**src/rtl/dcache_ctrl_pkg.sv**
```systemverilog
// Shared definitions for the direct-mapped write-back data cache: FSM states,
// default geometry and address-field width helpers.
package dcache_ctrl_pkg;

  localparam int DEF_LINES = 32;
  localparam int DEF_WORDS = 4;

  typedef enum logic [1:0] {
    IDLE   = 2'd0,
    WB     = 2'd1,
    FILL   = 2'd2,
    FINISH = 2'd3
  } state_e;

  function automatic int idx_w(input int lines);
    return $clog2(lines);
  endfunction

  function automatic int off_w(input int words);
    return $clog2(words) + 1;
  endfunction

  function automatic int tag_w(input int lines, input int words);
    return 16 - idx_w(lines) - off_w(words);
  endfunction

endpackage

```
**src/rtl/dcache_ctrl_if.sv**
```systemverilog
// Request bus (memory stage side) and backing-memory beat port of the cache.
// master = requester/memory environment, slave = the cache controller.
interface dcache_ctrl_if;
  logic [15:0] Addr;
  logic [15:0] DataIn;
  logic        Rd;
  logic        Wr;
  logic [15:0] DataOut;
  logic        Done;
  logic        Stall;
  logic        CacheHit;
  logic        err;
  logic [15:0] mem_addr;
  logic [15:0] mem_wdata;
  logic        mem_rd;
  logic        mem_wr;
  logic [15:0] mem_rdata;
  logic        mem_ready;

  modport master (
    output Addr, DataIn, Rd, Wr, mem_rdata, mem_ready,
    input  DataOut, Done, Stall, CacheHit, err, mem_addr, mem_wdata, mem_rd, mem_wr
  );

  modport slave (
    input  Addr, DataIn, Rd, Wr, mem_rdata, mem_ready,
    output DataOut, Done, Stall, CacheHit, err, mem_addr, mem_wdata, mem_rd, mem_wr
  );
endinterface

```
**src/rtl/dcache_array.sv**
```systemverilog
// Tag/valid/dirty/data storage: combinational read of one line, synchronous
// word and metadata writes; reset clears only valid and dirty.
module dcache_array
  import dcache_ctrl_pkg::*;
#(
  parameter int LINES = DEF_LINES,
  parameter int WORDS = DEF_WORDS,
  localparam int IDX_W = idx_w(LINES),
  localparam int TAG_W = tag_w(LINES, WORDS),
  localparam int BW    = $clog2(WORDS)
) (
  input  logic                   clk,
  input  logic                   rst,
  input  logic [IDX_W-1:0]       idx_i,
  output logic [TAG_W-1:0]       tag_o,
  output logic                   valid_o,
  output logic                   dirty_o,
  output logic [WORDS-1:0][15:0] line_o,
  input  logic                   word_we_i,
  input  logic [BW-1:0]          word_i,
  input  logic [15:0]            wdata_i,
  input  logic                   set_dirty_i,
  input  logic                   meta_we_i,
  input  logic [TAG_W-1:0]       tag_i
);

  logic [TAG_W-1:0]       tag_q   [LINES];
  logic [WORDS-1:0][15:0] data_q  [LINES];
  logic [LINES-1:0]       valid_q;
  logic [LINES-1:0]       dirty_q;

  assign tag_o   = tag_q[idx_i];
  assign valid_o = valid_q[idx_i];
  assign dirty_o = dirty_q[idx_i];
  assign line_o  = data_q[idx_i];

  always_ff @(posedge clk) begin
    if (!rst) begin
      valid_q <= '0;
      dirty_q <= '0;
    end else begin
      if (meta_we_i) begin
        valid_q[idx_i] <= 1'b1;
        dirty_q[idx_i] <= 1'b0;
        tag_q[idx_i]   <= tag_i;
      end
      if (word_we_i && set_dirty_i) dirty_q[idx_i] <= 1'b1;
    end
  end

  always_ff @(posedge clk) begin
    if (word_we_i) data_q[idx_i][word_i] <= wdata_i;
  end

endmodule

```
**src/rtl/dcache_ctrl.sv**
```systemverilog
// Direct-mapped write-back/write-allocate cache controller: hits complete in the
// request cycle; misses stall through writeback and fill beats, each held until mem_ready.
module dcache_ctrl
  import dcache_ctrl_pkg::*;
#(
  parameter int LINES = DEF_LINES,
  parameter int WORDS = DEF_WORDS
) (
  input  logic         clk,
  input  logic         rst,
  dcache_ctrl_if.slave bus
);

  localparam int IDX_W = idx_w(LINES);
  localparam int OFF_W = off_w(WORDS);
  localparam int TAG_W = tag_w(LINES, WORDS);
  localparam int BW    = OFF_W - 1;

  state_e           state_q, state_d;
  logic [BW-1:0]    beat_q, beat_d;
  logic [TAG_W-1:0] rtag_q, rtag_d;
  logic [IDX_W-1:0] ridx_q, ridx_d;
  logic [BW-1:0]    rword_q, rword_d;
  logic [15:0]      rdata_q, rdata_d;
  logic             rwr_q, rwr_d;

  logic [TAG_W-1:0] in_tag;
  logic [IDX_W-1:0] in_idx, cur_idx;
  logic [BW-1:0]    in_word, cur_word, word_sel;
  logic             idle, req, illegal, hit;

  logic [TAG_W-1:0]       arr_tag;
  logic                   arr_valid, arr_dirty;
  logic [WORDS-1:0][15:0] arr_line;
  logic                   word_we, set_dirty, meta_we;
  logic [15:0]            wdata;

  assign in_tag   = bus.Addr[15:IDX_W+OFF_W];
  assign in_idx   = bus.Addr[IDX_W+OFF_W-1:OFF_W];
  assign in_word  = bus.Addr[OFF_W-1:1];
  assign idle     = (state_q == IDLE);
  // Outside IDLE the live request inputs are ignored; the latched miss drives the array.
  assign cur_idx  = idle ? in_idx  : ridx_q;
  assign cur_word = idle ? in_word : rword_q;
  assign req      = bus.Rd | bus.Wr;
  assign illegal  = (bus.Rd & bus.Wr) | (req & bus.Addr[0]);
  assign hit      = arr_valid && (arr_tag == in_tag);

  dcache_array #(.LINES(LINES), .WORDS(WORDS)) u_array (
    .clk        (clk),
    .rst        (rst),
    .idx_i      (cur_idx),
    .tag_o      (arr_tag),
    .valid_o    (arr_valid),
    .dirty_o    (arr_dirty),
    .line_o     (arr_line),
    .word_we_i  (word_we),
    .word_i     (word_sel),
    .wdata_i    (wdata),
    .set_dirty_i(set_dirty),
    .meta_we_i  (meta_we),
    .tag_i      (rtag_q)
  );

  always_comb begin
    state_d       = state_q;
    beat_d        = beat_q;
    rtag_d        = rtag_q;
    ridx_d        = ridx_q;
    rword_d       = rword_q;
    rdata_d       = rdata_q;
    rwr_d         = rwr_q;
    bus.Done      = 1'b0;
    bus.Stall     = 1'b0;
    bus.CacheHit  = 1'b0;
    bus.err       = 1'b0;
    bus.DataOut   = '0;
    bus.mem_addr  = '0;
    bus.mem_wdata = '0;
    bus.mem_rd    = 1'b0;
    bus.mem_wr    = 1'b0;
    word_we       = 1'b0;
    word_sel      = cur_word;
    wdata         = bus.DataIn;
    set_dirty     = 1'b0;
    meta_we       = 1'b0;
    if (rst) begin
      unique case (state_q)
        IDLE: begin
          if (illegal) begin
            bus.err  = 1'b1;
            bus.Done = 1'b1;
          end else if (req && hit) begin
            bus.Done     = 1'b1;
            bus.CacheHit = 1'b1;
            if (bus.Rd) begin
              bus.DataOut = arr_line[in_word];
            end else begin
              word_we   = 1'b1;
              set_dirty = 1'b1;
            end
          end else if (req) begin
            bus.Stall = 1'b1;
            rtag_d    = in_tag;
            ridx_d    = in_idx;
            rword_d   = in_word;
            rdata_d   = bus.DataIn;
            rwr_d     = bus.Wr;
            beat_d    = '0;
            state_d   = (arr_valid && arr_dirty) ? WB : FILL;
          end
        end
        WB: begin
          bus.Stall     = 1'b1;
          bus.mem_wr    = 1'b1;
          bus.mem_addr  = {arr_tag, ridx_q, beat_q, 1'b0};
          bus.mem_wdata = arr_line[beat_q];
          if (bus.mem_ready) begin
            beat_d = beat_q + 1'b1;
            if (beat_q == '1) state_d = FILL;
          end
        end
        FILL: begin
          bus.Stall    = 1'b1;
          bus.mem_rd   = 1'b1;
          bus.mem_addr = {rtag_q, ridx_q, beat_q, 1'b0};
          if (bus.mem_ready) begin
            word_we  = 1'b1;
            word_sel = beat_q;
            wdata    = bus.mem_rdata;
            beat_d   = beat_q + 1'b1;
            if (beat_q == '1) begin
              meta_we = 1'b1;
              state_d = FINISH;
            end
          end
        end
        FINISH: begin
          bus.Done = 1'b1;
          if (rwr_q) begin
            word_we   = 1'b1;
            wdata     = rdata_q;
            set_dirty = 1'b1;
          end else begin
            bus.DataOut = arr_line[rword_q];
          end
          state_d = IDLE;
        end
      endcase
    end
  end

  always_ff @(posedge clk) begin
    if (!rst) begin
      state_q <= IDLE;
      beat_q  <= '0;
      rtag_q  <= '0;
      ridx_q  <= '0;
      rword_q <= '0;
      rdata_q <= '0;
      rwr_q   <= 1'b0;
    end else begin
      state_q <= state_d;
      beat_q  <= beat_d;
      rtag_q  <= rtag_d;
      ridx_q  <= ridx_d;
      rword_q <= rword_d;
      rdata_q <= rdata_d;
      rwr_q   <= rwr_d;
    end
  end

endmodule

```
**src/flat_wrapper.sv**
```systemverilog
// flat-port wrapper written by rule: the top's interface ports become plain ports
module dcache_ctrl_flat import dcache_ctrl_pkg::*;
#(
  parameter int LINES = DEF_LINES,
  parameter int WORDS = DEF_WORDS
)
  (clk, rst, bus_Addr, bus_DataIn, bus_Rd, bus_Wr, bus_mem_rdata, bus_mem_ready, bus_DataOut, bus_Done, bus_Stall, bus_CacheHit, bus_err, bus_mem_addr, bus_mem_wdata, bus_mem_rd, bus_mem_wr);
  dcache_ctrl_if bus_i ();
  input  logic clk;
  input  logic rst;
  input wire logic [$bits(bus_i.Addr)-1:0] bus_Addr;
  input wire logic [$bits(bus_i.DataIn)-1:0] bus_DataIn;
  input wire logic [$bits(bus_i.Rd)-1:0] bus_Rd;
  input wire logic [$bits(bus_i.Wr)-1:0] bus_Wr;
  input wire logic [$bits(bus_i.mem_rdata)-1:0] bus_mem_rdata;
  input wire logic [$bits(bus_i.mem_ready)-1:0] bus_mem_ready;
  output wire logic [$bits(bus_i.DataOut)-1:0] bus_DataOut;
  output wire logic [$bits(bus_i.Done)-1:0] bus_Done;
  output wire logic [$bits(bus_i.Stall)-1:0] bus_Stall;
  output wire logic [$bits(bus_i.CacheHit)-1:0] bus_CacheHit;
  output wire logic [$bits(bus_i.err)-1:0] bus_err;
  output wire logic [$bits(bus_i.mem_addr)-1:0] bus_mem_addr;
  output wire logic [$bits(bus_i.mem_wdata)-1:0] bus_mem_wdata;
  output wire logic [$bits(bus_i.mem_rd)-1:0] bus_mem_rd;
  output wire logic [$bits(bus_i.mem_wr)-1:0] bus_mem_wr;
  assign bus_i.Addr = bus_Addr;
  assign bus_i.DataIn = bus_DataIn;
  assign bus_i.Rd = bus_Rd;
  assign bus_i.Wr = bus_Wr;
  assign bus_i.mem_rdata = bus_mem_rdata;
  assign bus_i.mem_ready = bus_mem_ready;
  assign bus_DataOut = bus_i.DataOut;
  assign bus_Done = bus_i.Done;
  assign bus_Stall = bus_i.Stall;
  assign bus_CacheHit = bus_i.CacheHit;
  assign bus_err = bus_i.err;
  assign bus_mem_addr = bus_i.mem_addr;
  assign bus_mem_wdata = bus_i.mem_wdata;
  assign bus_mem_rd = bus_i.mem_rd;
  assign bus_mem_wr = bus_i.mem_wr;
  dcache_ctrl #(.LINES(LINES), .WORDS(WORDS)) u_core (.clk(clk), .rst(rst), .bus(bus_i));
endmodule
```
**config.mk**
```make
export PLATFORM = sky130hd
export DESIGN_NAME = dcache_ctrl_flat
export DESIGN_NICKNAME = d
export VERILOG_FILES = /design/src/rtl/dcache_ctrl_pkg.sv /design/src/rtl/dcache_ctrl_if.sv /design/src/rtl/dcache_array.sv /design/src/rtl/dcache_ctrl.sv /design/src/flat_wrapper.sv
export SDC_FILE = /design/constraint.sdc
export NUM_CORES = 2
export LEC_CHECK = 0
export CAP_MARGIN = 20
export CORE_UTILIZATION = 45
export CTS_BUF_LIST = sky130_fd_sc_hd__clkbuf_2 sky130_fd_sc_hd__clkbuf_4 sky130_fd_sc_hd__clkbuf_8
export CTS_CLUSTER_SIZE = 25
export DETAILED_ROUTE_END_ITERATION = 12
export PLACE_DENSITY = 0.7
export SLEW_MARGIN = 20
export SYNTH_ARGS = -nofsm -noshare
export SYNTH_HDL_FRONTEND = slang
export SYNTH_SLANG_ARGS = --single-unit
```
**constraint.sdc**
```tcl
create_clock -name clk -period 12.8 [get_ports clk]
set_input_delay 2.56 -clock clk [delete_from_list [all_inputs] [get_ports clk]]
set_output_delay 2.56 -clock clk [all_outputs]
set_load 0.05 [all_outputs]
```
**Word level (Yosys, flattened, before mapping)**

Memory sizes are Yosys's and may differ from the RTL's.
Cells that the tools add are included.

- Register bits: 100
- Memory bits (writable): 2304
- Input port bits: 53
- Output and inout port bits: 54
- Memories: 2

Memories:

| name | words | bits a word | read ports | clocked after memory_dff | wr ports | RTL line | RTL |
|---|---|---|---|---|---|---|---|
| u_core.u_array.data_q | 32 | 64 | 1 | 0 | 1 | dcache_array.sv:28 | `logic [WORDS-1:0][15:0] data_q [LINES];` |
| u_core.u_array.tag_q | 32 | 8 | 1 | 0 | 1 | dcache_array.sv:27 | `logic [TAG_W-1:0] tag_q [LINES];` |

- $add $sub $neg: 1
- $lt $le $gt $ge: 7
- Equal/unequal tests: 13
- Muxes and demuxes: 87
- Bitwise gates (word level): 10
- Reductions and logical operators: 12

Operator list:

| cell | number |
|---|---|
| $mux W16 | 15 |
| $bmux W16 S2 | 3 |
| $mux W32 | 3 |
| $pmux W16 S2 | 3 |
| $mux W64 | 1 |
| $or A32 B32 Y32 | 2 |
| $mux W1 | 35 |
| $and A32 B32 Y32 | 1 |
| $demux W16 S2 | 1 |
| $mux W2 | 16 |
| $not A32 Y32 | 1 |
| $lt A2 B3 Y1 const B | 4 |
| $bmux W1 S5 | 2 |
| $ne A2 B2 Y1 const B | 5 |
| $eq A8 B8 Y1 | 1 |
| $pmux W2 S4 | 1 |
| $reduce_and A7 Y1 | 1 |
| $eq A2 B2 Y1 const B | 3 |
| $logic_and A1 B1 Y1 | 6 |
| $lt A5 B6 Y1 const B | 1 |
| $ne A2 B1 Y1 const B | 3 |
| $pmux W1 S2 | 3 |
| $demux W1 S5 | 1 |
| $ge A5 B1 Y1 const B | 1 |
| 14 further kinds | 17 |

**Logic depth before layout (Yosys ltp)**

- Word-level depth: 12
- Gate-level depth with buffers: 23
- Mapped depth without buffers: 12

**Modules after synthesis**

Synthesis repeated with hierarchy kept, for this count alone.

- Cells, all modules: 5544
- Area, all modules: 94615.7 µm²

Modules (own cells, without submodules):

| module | times used | cells each | area an instance (µm²) | sequential area each (µm²) |
|---|---|---|---|---|
| dcache_array | 1 | 5091 | 90784.6 | 70467.6 |
| dcache_ctrl | 1 | 453 | 3831.2 | 720.7 |

**Worst setup path before layout**

Ideal clock, no wire load.

- Kind: input port to flip-flop
- From: in bus_mem_ready
- To: mem u_core.u_array.data_q[0][10] in the netlist's numbering, data pin
- Setup time: 1197 ps
- Arrival time: 8273 ps
- Required time: 11603 ps
- Path slack: 3330 ps
- Cell stages on the path: 5
- Buffers on the path: 2
- Cells stage by stage: and2_1 clkbuf_1 clkbuf_1 a22oi_1 o21ai_0

- Cells in the longest elaborated chain, start to end: 3

Ends and longest elaborated chain:

| what | RTL line | RTL |
|---|---|---|
| from (decl) | flat_wrapper.sv:16 | `input wire logic [$bits(bus_i.mem_ready)-1:0] bus_mem_ready;` |
| $mux W16 | dcache_ctrl.sv:127 | `if (bus.mem_ready) begin` |
| $pmux W16 S2 | dcache_ctrl.sv:88 | `unique case (state_q)` |
| $mux W16 | dcache_ctrl.sv:87 | `if (rst) begin` |
| net u_core.u_array.wdata_i[10] | dcache_array.sv:21 | `input logic [15:0] wdata_i,` |
| to (decl) | dcache_array.sv:28 |  |

The timed path passes the listed nets, and every way through them passes these cells.

**Final worst setup path**

- From: in bus_Addr[3]
- To: out bus_DataOut[14]

- Cells in the longest elaborated chain, start to end: 9

Ends and longest elaborated chain:

| what | RTL line | RTL |
|---|---|---|
| from (decl) | flat_wrapper.sv:11 | `input wire logic [$bits(bus_i.Addr)-1:0] bus_Addr;` |
| $mux W5 * | dcache_ctrl.sv:43 | `assign cur_idx = idle ? in_idx : ridx_q;` |
| $mem_v2 Z32 W64 (tied with other cells) | - |  |
| $bmux W16 S2 (tied with other cells) | dcache_ctrl.sv:97 | `bus.DataOut = arr_line[in_word];` |
| $mux W16 (not written as such) / $logic_and A1 B1 Y1 (equally long branches) | dcache_ctrl.sv:97, dcache_ctrl.sv:47 |  |
| $mux W16 / $logic_and A1 B1 Y1 (equally long branches) | dcache_ctrl.sv:96, dcache_ctrl.sv:93 |  |
| $mux W16 | dcache_ctrl.sv:93 | `end else if (req && hit) begin` |
| $mux W16 | dcache_ctrl.sv:90 | `if (illegal) begin` |
| $pmux W16 S2 * | dcache_ctrl.sv:88 |  |
| $mux W16 * | dcache_ctrl.sv:87 |  |
| to (decl) | flat_wrapper.sv:17 | `output wire logic [$bits(bus_i.DataOut)-1:0] bus_DataOut;` |

Mark *: on every way between the ends. The rest lies on a longest branch, timed or not. The select of a mux whose other input is x is not followed.

==> summary.md <==
| Metric | Value |
|---|---|
| Status | `finished with violations` |
| Failing checks | `DRC` |
| Port-buffer cells | `105` |
| Number of synthesized flops with an enable pin | `2304` |
| Critical Path Fanout Max | `31` |
| DR iter-0 viols | `9564` |
| Maxcap violations | `0` |
| CTS Buf Count | `367` |
| GR Layer Usage met3 | `5.92%` |
| Synth area leader | `edfxtp_1` |
| Die height | `466 um` |
| Vias per inst | `6.10` |
| Global-route met1 utilization | `33.7%` |
| Commonest cells after routing, fill and taps aside | `edfxtp_1 (2304), nand2_1 (2191), and3_1 (496)` |
| Clk_skew | `0.0785 ns` |
| Clock Tree Root | `clkbuf_8` |
| Pint | `14200 uW` |
| Yosys top cell area share | `between 70% and 80%` |
| Post-DP HPWL | `164 mm` |
| Total chip power | `21700 uW` |
| Vias in the first global route | `61.5k` |
| Drt wl/cell | `between 20 and 30 um` |
| Area growth syn-to-layout | `13.0%` |
| Register area share after synthesis | `73.6%` |
| Max rail drop VDD | `0.195 mV` |
| Synth area leaders | `edfxtp_1 (72%), nand2_1 (8.5%), and3_1 (3.2%)` |
| Post-CTS setup buffer count | `0` |
| CP Capture Type | `output pin` |
| First-pass GRT wire length | `416 mm` |
| Setup_tns | `0 ns` |
| Full die area | `0.217 mm^2` |
| WP data required | `10.24 ns` |
| Unique cell type count in the Yosys netlist | `71` |
| All-Layer GR Usage | `around a quarter` |
| Minimum hold slack | `0.463 ns` |
| Final Max Slew Viols | `0` |
| Synth Net Count | `roughly 7.4k` |
| Post-CTS Resized | `0` |
| Final hold vios | `0` |
| H-tree levels | `5` |
| Final wirelength | `289 mm` |
| Psw | `7570 uW` |
| Synthesized cell area | `around 0.097 mm^2` |
| Max Fclk | `approximately 90 MHz` |
| Post-route ant nets | `0` |
| Critical path arrival | `~8.5 ns` |
| Die width | `466 um` |
| Fin crit share | `86.4%` |
| 1st-pass router iterations | `12` |
| Synthesized flop and latch total | `2404` |
| Total power per unit cell area | `199 mW/mm^2` |
| Pleak | `approximately 0.038 uW` |
| Core region area | `roughly 0.21 mm^2` |
| Io pins | `about 110` |
| Share of power burned in registers | `~42%` |
| Synth Instances | `about 7.3k` |
| Fin area | `between 0.1 and 0.15 mm^2` |
| Worst-Margin Slew | `1.17 ns` |
| Vias | `65.2k` |
| Starting Density | `a little under half` |
| Logic gate share of total power | `30.5%` |
| Clock latency on the worst-skew pair | `approximately 1.1 ns` |
| Largest net degree at the start of global routing | `174` |
| Sw frac | `34.8%` |
| Nets | `approximately 7.6k` |
| Reg clk slew, reported paths | `0.06 ns` |
| Asr flop ratio synth | `0%` |
| GR Util met2 | `40.3%` |
| GRT busiest layer | `met2` |
| Syn Area/Cell | `around 13 um^2` |
| TritonCTS clock tree | `done` |
| Layout cells sized above 1 | `13.0%` |
| Slew HR | `a little over a fifth` |
| Antenna violations before repair | `5` |
| CP Launch Type | `input pin` |
| Clock sinks | `2404` |
| Worst min-delay path class | `reg2reg` |
| Clock power share | `between 20% and 30%` |
| Post-CTS Hold Fix Bufs | `0` |
| Setup Crit Path Kind | `in2out` |
| Gr ovfl total | `0` |
| Leading cell type in the layout, fill and taps excluded | `edfxtp_1` |
| RSZ-0062 raised after global routing | `no` |
| Synth Warn # | `0` |
| Max Buffers Root-to-Sink | `4` |
| Gpl congestion | `0.938` |
| # DRC | `2` |
| Placed cell areas | `0.102 mm^2` |
| Min cycle time layout | `11.06 ns` |
| Final setup fails | `0` |
| Most used DFF post-synth | `edfxtp_1` |
| Row cnt | `169` |
-- metal layers --
metal / part of all wire (%) / up-vias / routed length, um
met5: 0.0031 / - / 9
met4: 6.6 / 2 / 19000
met3: 11 / 735 / 33000
met2: 46 / 4346 / 133000
met1: 36 / 32300 / 104000
li1: - / 27800 / -
-- cell type report --
cell class / count / area [um^2]
Multi-Input combinational cell: 4406 / 24100
Fill cell: 17500 / 103000
Sequential cell: 2404 / 71200
Clock buffer: 484 / 6020
Tap cell: 2821 / 3530
Timing Repair Buffer: 398 / 3550
Antenna cell: 5 / 12.5
Inverter: 10 / 37.5
Clock inverter: 148 / 836
-- power groups by stage --
stage               sequential (uW)  clock, uW  combinational [uW]
floorplan                      9350          0                3910
global placement               9190          0                6310
finish                         9030       6090                6620
CTS                            9030       6130                6480
global route                   9030       6450                6970
detailed placement             9190          0                6460
-- final timing paths --
kind / from / end / slack [ns] / depth (start not counted)
worst min register to register: u_core.u_array.valid_q[14] / u_core.u_array.valid_q[14] / 0.46 / 1
worst min-delay path: u_core.u_array.valid_q[14] / u_core.u_array.valid_q[14] / 0.46 / 1
worst max register to register: u_core.state_q[0] / u_core.u_array.data_q[15][52] / 5.96 / 15
worst max-delay path: bus_Addr[3] / bus_DataOut[14] / 1.74 / 14
-- cell families after synthesis --
family                   synth area share [%]
AO/OA/AOI/OAI                            7.39
XOR/XNOR                               0.0634
adder cells (fa/ha/maj)                0.0880
buffers and inverters                    2.25
flip-flops                               73.6
multiplexers                             2.37
other                                 0.00388
AND/OR/NAND/NOR                          14.2
-- sequential cells by signal, summed over array words and instances, names as in the netlist --
name	count
u_core.rdata_q	16
u_core.state_q	2
u_core.u_array.data_q	2048
u_core.rword_q	2
u_core.rtag_q	8
u_core.beat_q	2
u_core.rwr_q	1
u_core.u_array.valid_q	32
u_core.u_array.dirty_q	32
u_core.u_array.tag_q	256
u_core.ridx_q	5
-- critical path, stage by stage --
cell and delay [ns]:
clkdlybuf4s50_1 0.66, nand3b_1 0.16, buf_4 0.38, and2_0 0.97
o22ai_1 0.21, o21ai_0 0.26, nand4_1 0.24, xnor2_1 0.20
or4_1 0.71, nor3_1 0.26, nor4bb_4 0.24, buf_4 0.42
a22o_1 0.34, clkdlybuf4s50_1 0.85
-- stage by stage --
step	cells	setup slack, ns	utilization, %
global route	10700	1.56	51.3
CTS	10700	1.91	51.3
finish	10700	1.74	51.4
floorplan	7349	3.33	-
detailed placement	10000	1.93	48.1
global placement	10000	1.91	48.0
-- cells in the mapped netlist, drive strengths merged (3+ instances only) --
master / count
nand3: 67
o21a: 34
mux4: 66
a41oi: 3
o21ai: 26
nand2: 2191
edfxtp: 2304
a22oi: 27
a221o: 3
nand3b: 4
nand4: 7
and4: 3
a2111oi: 5
inv: 10
nor3: 23
a22o: 17
o41ai: 6
a31oi: 492
clkbuf: 388
o22ai: 264
nor2b: 33
nand4b: 3
xnor2: 4
mux2i: 78
or2: 3
and2: 39
o32a: 4
nor4: 84
a221oi: 4
a21o: 34
nor2: 172
xor2: 3
ha: 6
o32ai: 34
dfxtp: 100
buf: 141
o22a: 4
o211ai: 7
or3b: 3
or4: 4
nand2b: 8
and3: 496
o2111ai: 10
a21oi: 110
Note: power is estimated with default switching activity, not from simulation.
